[src/rtl/kv_defines_pkg.sv]
// Shared key-vault geometry constants used by key-vault read clients.
// Entry/offset widths are common to all clients; the dword count is per consumer.
package kv_defines_pkg;

    localparam int KV_ENTRY_ADDR_W   = 5;
    localparam int KV_OFFSET_W       = 4;
    localparam int KV_DATA_W         = 32;
    localparam int KV_NUM_DWORDS_ECC = 12;

endpackage

[src/rtl/ecc_kv_key_fetch.sv]
// Key-vault read client feeding the ECC register write port: reads one key entry
// dword by dword and streams it out with backpressure, zeroizing on demand.
module ecc_kv_key_fetch #(
    parameter int KV_ENTRY_ADDR_W = kv_defines_pkg::KV_ENTRY_ADDR_W,
    parameter int KV_OFFSET_W     = kv_defines_pkg::KV_OFFSET_W,
    parameter int KV_NUM_DWORDS   = kv_defines_pkg::KV_NUM_DWORDS_ECC,
    parameter int DATA_W          = kv_defines_pkg::KV_DATA_W
) (
    input  logic                       clk,
    input  logic                       reset_n,
    input  logic                       start,
    input  logic [KV_ENTRY_ADDR_W-1:0] start_entry,
    input  logic                       zeroize,
    output logic                       kv_rd_en,
    output logic [KV_ENTRY_ADDR_W-1:0] kv_rd_entry,
    output logic [KV_OFFSET_W-1:0]     kv_rd_offset,
    input  logic [DATA_W-1:0]          kv_rd_data,
    input  logic                       kv_rd_error,
    output logic                       wr_valid,
    input  logic                       wr_ready,
    output logic [KV_OFFSET_W-1:0]     wr_idx,
    output logic [DATA_W-1:0]          wr_data,
    output logic                       busy,
    output logic                       done,
    output logic                       error
);

    typedef enum logic [1:0] {
        IDLE = 2'd0,
        RD   = 2'd1,
        WR   = 2'd2,
        DONE = 2'd3
    } state_t;

    localparam logic [KV_OFFSET_W-1:0] LAST_IDX = KV_OFFSET_W'(KV_NUM_DWORDS - 1);

    state_t                     state;
    state_t                     state_next;
    logic [KV_ENTRY_ADDR_W-1:0] entry_q;
    logic [KV_OFFSET_W-1:0]     cnt;
    logic [DATA_W-1:0]          hold;
    logic                       err_q;

    // Zeroize overrides everything except reset and never yields a done pulse.
    always_ff @(posedge clk) begin
        if (!reset_n || zeroize) begin
            state <= IDLE;
        end else begin
            state <= state_next;
        end
    end

    always_comb begin
        state_next = state;
        unique case (state)
            IDLE: if (start) state_next = RD;
            RD:   state_next = WR;
            WR: begin
                if (err_q) begin
                    state_next = DONE;
                end else if (wr_ready) begin
                    state_next = (cnt == LAST_IDX) ? DONE : RD;
                end
            end
            DONE:    state_next = IDLE;
            default: state_next = IDLE;
        endcase
    end

    // The latched entry survives zeroize; it is only visible while reading.
    always_ff @(posedge clk) begin
        if (!reset_n) begin
            entry_q <= '0;
            cnt     <= '0;
            hold    <= '0;
            err_q   <= 1'b0;
        end else if (zeroize) begin
            cnt     <= '0;
            hold    <= '0;
            err_q   <= 1'b0;
        end else begin
            unique case (state)
                IDLE: begin
                    if (start) begin
                        entry_q <= start_entry;
                        cnt     <= '0;
                        err_q   <= 1'b0;
                    end
                end
                RD: begin
                    hold  <= kv_rd_data;
                    err_q <= kv_rd_error;
                end
                WR: begin
                    if (err_q) begin
                        hold <= '0;
                    end else if (wr_ready && (cnt != LAST_IDX)) begin
                        cnt <= cnt + 1'b1;
                    end
                end
                default: begin
                end
            endcase
        end
    end

    always_comb begin
        kv_rd_en     = 1'b0;
        kv_rd_entry  = '0;
        kv_rd_offset = '0;
        wr_valid     = 1'b0;
        wr_idx       = '0;
        wr_data      = '0;
        busy         = 1'b0;
        done         = 1'b0;
        unique case (state)
            RD: begin
                kv_rd_en     = 1'b1;
                kv_rd_entry  = entry_q;
                kv_rd_offset = cnt;
                busy         = 1'b1;
            end
            WR: begin
                busy = 1'b1;
                if (!err_q) begin
                    wr_valid = 1'b1;
                    wr_idx   = cnt;
                    wr_data  = hold;
                end
            end
            DONE:    done = 1'b1;
            default: begin
            end
        endcase
    end

    assign error = err_q;

endmodule
[config.mk]
export PLATFORM = sky130hd
export DESIGN_NAME = ecc_kv_key_fetch
export DESIGN_NICKNAME = d
export VERILOG_FILES = /design/src/rtl/kv_defines_pkg.sv /design/src/rtl/ecc_kv_key_fetch.sv
export SDC_FILE = /design/constraint.sdc
export NUM_CORES = 1
export LEC_CHECK = 0
export ABC_AREA = 1
export CAP_MARGIN = 25
export CORE_ASPECT_RATIO = 0.5
export CORE_MARGIN = 2
export CORE_UTILIZATION = 40
export CTS_BUF_LIST = sky130_fd_sc_hd__clkbuf_2 sky130_fd_sc_hd__clkbuf_4 sky130_fd_sc_hd__clkbuf_8
export DETAILED_ROUTE_END_ITERATION = 12
export PLACE_DENSITY = 0.81
export SYNTH_ARGS = -nofsm -noshare
export SYNTH_HDL_FRONTEND = slang
export SYNTH_SLANG_ARGS = --single-unit
[constraint.sdc]
create_clock -name clk -period 1.6 [get_ports clk]
set_clock_uncertainty 0.15 [all_clocks]
set_input_delay 0.16 -clock clk [delete_from_list [all_inputs] [get_ports clk]]
set_output_delay 0.16 -clock clk [all_outputs]
set_load 0.02 [all_outputs]
==> key figures <==
Status
  – Status: finished with violations
  – Violated checks: setup timing

Final layout
  – Synth-to-layout area growth: 89.08%
  – Diode count: 0
  – Design Area, Final: 4183 sq um
  – Most frequent cells in the layout: nand2_1, buf_4, dfxtp_1, clkdlybuf4s50_1, buf_6
  – Most common cell after layout, fill and taps aside: nand2_1
  – Final nets: 507
  – Layout cell share with drive strength beyond 1: 44.66%

Yosys
  – Syn Nets: 374
  – Simple-gate area share of the yosys netlist: 22.85%
  – Post-synth EDFFs: 0
  – Main combinational cell family by area after synthesis: simple AND/OR/NAND/NOR gates
  – Syn Inst Count: 325
  – Post-synth ARST share: 0%
  – #FFs+latches synth: 44
  – Adder-cell area share of the yosys netlist: 3.394%
  – Synth warn: 0
  – Post-synthesis compound-gate area fraction: 19.40%
  – Syn_area_per_cell: 6.807 sq um
  – Sequential area share after synthesis: 39.82%
  – Synth Area in XOR/XNOR: 0.7919%
  – Netlist cell types: 25
  – Prevailing post-synth register cell: dfxtp_1
  – Mux cell area share after synthesis: 0%
  – Post-Syn Area: 2212 sq um

Worst hold path
  – WHS Path Cells: 3
  – Min-Delay Startpoint: kv_rd_data[11]
  – Worst-case hold path end point: hold[11]
  – HP Class: primary input to register

Clock tree
  – Root Buffer: clkbuf_8
  – Clock Sinks: 44
  – Clock transition at the registers of the reported paths: 100 ps
  – Num CTS Buffers: 5
  – H-tree levels: 2
  – TritonCTS clock tree: done
  – Deepest clock path buffer count: 2
  – Worst-skew pair later-pin latency: 310 ps
  – Hold-fix buffers at CTS: 0

Worst setup path
  – Reg2Reg Depth: 8
  – Crit path max fanout: 6
  – Type of origin of the critical path: register
  – Critical Path Sink Type: output pin
  – Critical Path RT: 1290 ps
  – Critical path type: register to output pin
  – Slowest cell on the critical path: dfxtp_2
  – Worst reg2reg path startpoint: state[1]
  – CP peak stage delay: 350 ps
  – Worst R2R Setup Slack: -50 ps
  – Reg-to-reg critical path endpoint: state[0]
  – CP cell instances: inv_2, ha_4, nand2_4, clkinv_8, clkbuf_16, nand2_4, inv_2, buf_6
  – Worst Path Arrival: 1470 ps

Place
  – Placed cell areas: 3393 sq um
  – HPWL Detailed: 4.130 mm
  – Port bufs: 92
  – GP Congestion: 0.8249

Timing
  – Crit path time final: 1783 ps
  – Slew Limit Headroom: 83.42%
  – Final Hold Viols: 0
  – Setup violations, final: 51
  – Period utilization: 111.4%
  – Worst Tran Pin Value: 246.1 ps
  – Slew Limit Fails: 0
  – Fmax: 561.0 MHz
  – RSZ-0062 raised after global routing: true
  – Worst Slack Setup Final: -182.5 ps
  – Fin Hold WS: 258.2 ps

Die
  – Die W: 109.2 microns
  – DIE AREA: 6177 sq um
  – IO Pins: 93
  – Core area: 5396 sq um
  – Row Count: 19
  – Chip height: 56.59 microns
  – Initial Utilization: 40.99%

Route
  – DRT iter0 DRCs: 233
  – Number of remaining DRC errors: 0
  – Antenna viol nets, final: 0
  – Routed WL per cell: 16.57 microns
  – Detailed Routing Iterations Pass 1: 5
  – Post-Route WL: 8.817 mm
  – Via Count: 2786
  – Vias per inst: 5.237

Power
  – Power Total: 0.002410 W
  – Worst VDD drop: 0.0004447 V
  – Pwr dens: 576.2 nW/um^2
  – LEAKAGE: 2.382 nW

Run
  – Max Cap Viol: 0

Global route
  – Tot GR Track Use: 22.26%
  – Antenna violations before repair: 0
  – GRT Residual Overflow: 0
  – Global-route wire length before repair: 10.92 mm
  – Largest net degree at the start of global routing: 41
  – Vias in the first global route: 2444
through the flow:
step	instances	worst slack [ps]	utilization [%]	TNS (ps)
after floorplan	325	1.163	-	0
after global placement	500	-282.4	62.88	-12080
after detailed placement	500	-326.5	62.88	-14720
after CTS	517	-136.8	71.27	-3618
after global routing	532	-222.9	77.51	-8858
final	532	-182.5	77.51	-6385
routing by layer:
layer  vias up  global-route usage, %  share of wire [%]
met5         -                      0                  0
met2       140                  37.98                 48
met3        30                  6.388                6.5
met4         0                  7.233                2.6
met1      1311                  27.10                 43
li1       1305                      -                  -
cells by family (layout without fill, tap and decap cells):
group / after synthesis / after routing
adder cells (fa/ha/maj): 6 / 6
buffers and inverters: 74 / 208
AO/OA/AOI/OAI: 77 / 77
flip-flops: 44 / 44
XOR/XNOR: 2 / 2
AND/OR/NAND/NOR: 122 / 122
sequential cells by signal, summed over array words and instances, names as in the netlist:
register and cells:
hold 32, state 2, error 1, entry_q 5, cnt 4
final cells by class:
type / count / area, sq um
Clock buffer: 5 / 68.82
Clock inverter: 3 / 21.27
Fill cell: 320 / 1214
Inverter: 56 / 227.7
Multi-Input combinational cell: 207 / 1353
Sequential cell: 44 / 885.9
Tap cell: 73 / 91.34
Timing Repair Buffer: 144 / 1535
Yosys cell counts, types with 2 or more instances:
master     n  area share, %
nand2_1   83             14
inv_1     52            8.8
dfxtp_1   44             40
o21ai_0   35            7.9
a31oi_1   32            9.0
nor2_1    22            3.7
clkbuf_1   7            1.2
nand3_1    7            1.6
a21oi_1    6            1.4
buf_2      6            1.4
ha_1       6            3.4
inv_2      4           0.68
buf_4      3            1.0
nand2_2    3           0.85
o21ai_1    3           0.68
nand2_4    2            1.0
or2_1      2           0.57
worst max-delay path: cells and delay by family, from the launching register on:
| family | cells | cell delay [ps] |
|---|---|---|
| buffers and inverters | 5 | 500 |
| adder cells (fa/ha/maj) | 1 | 160 |
| AND/OR/NAND/NOR | 2 | 160 |
| flip-flops | 1 | 350 |
where the power goes:
group          total [W]  internal [W]  switching, W  leakage (nW)
clock network   0.000747      0.000311      0.000436        0.0445
logic           0.000487      0.000254      0.000232          1.98
registers        0.00118       0.00114     0.0000395         0.359
total            0.00241       0.00170      0.000708          2.38
how the worst max path moves through the flow:
stage	from	end
after detailed placement	state[0]	wr_data[27]
after CTS	state[0]	wr_data[13]
after floorplan	state[0]	wr_data[22]
after global placement	state[0]	wr_data[16]
after global routing	state[0]	wr_data[21]
final	state[0]	wr_data[21]
what timing repair did:
item                                    in CTS  in global routing
pin swaps                                    2                  4
setup buffers                                7                 13
endpoints found under the setup margin      85                 68
cloned                                       2                  4
gates resized for setup                    376                 55
endpoints found under the hold margin        0                  0
No activity file was read; power rests on OpenSTA's default activity.
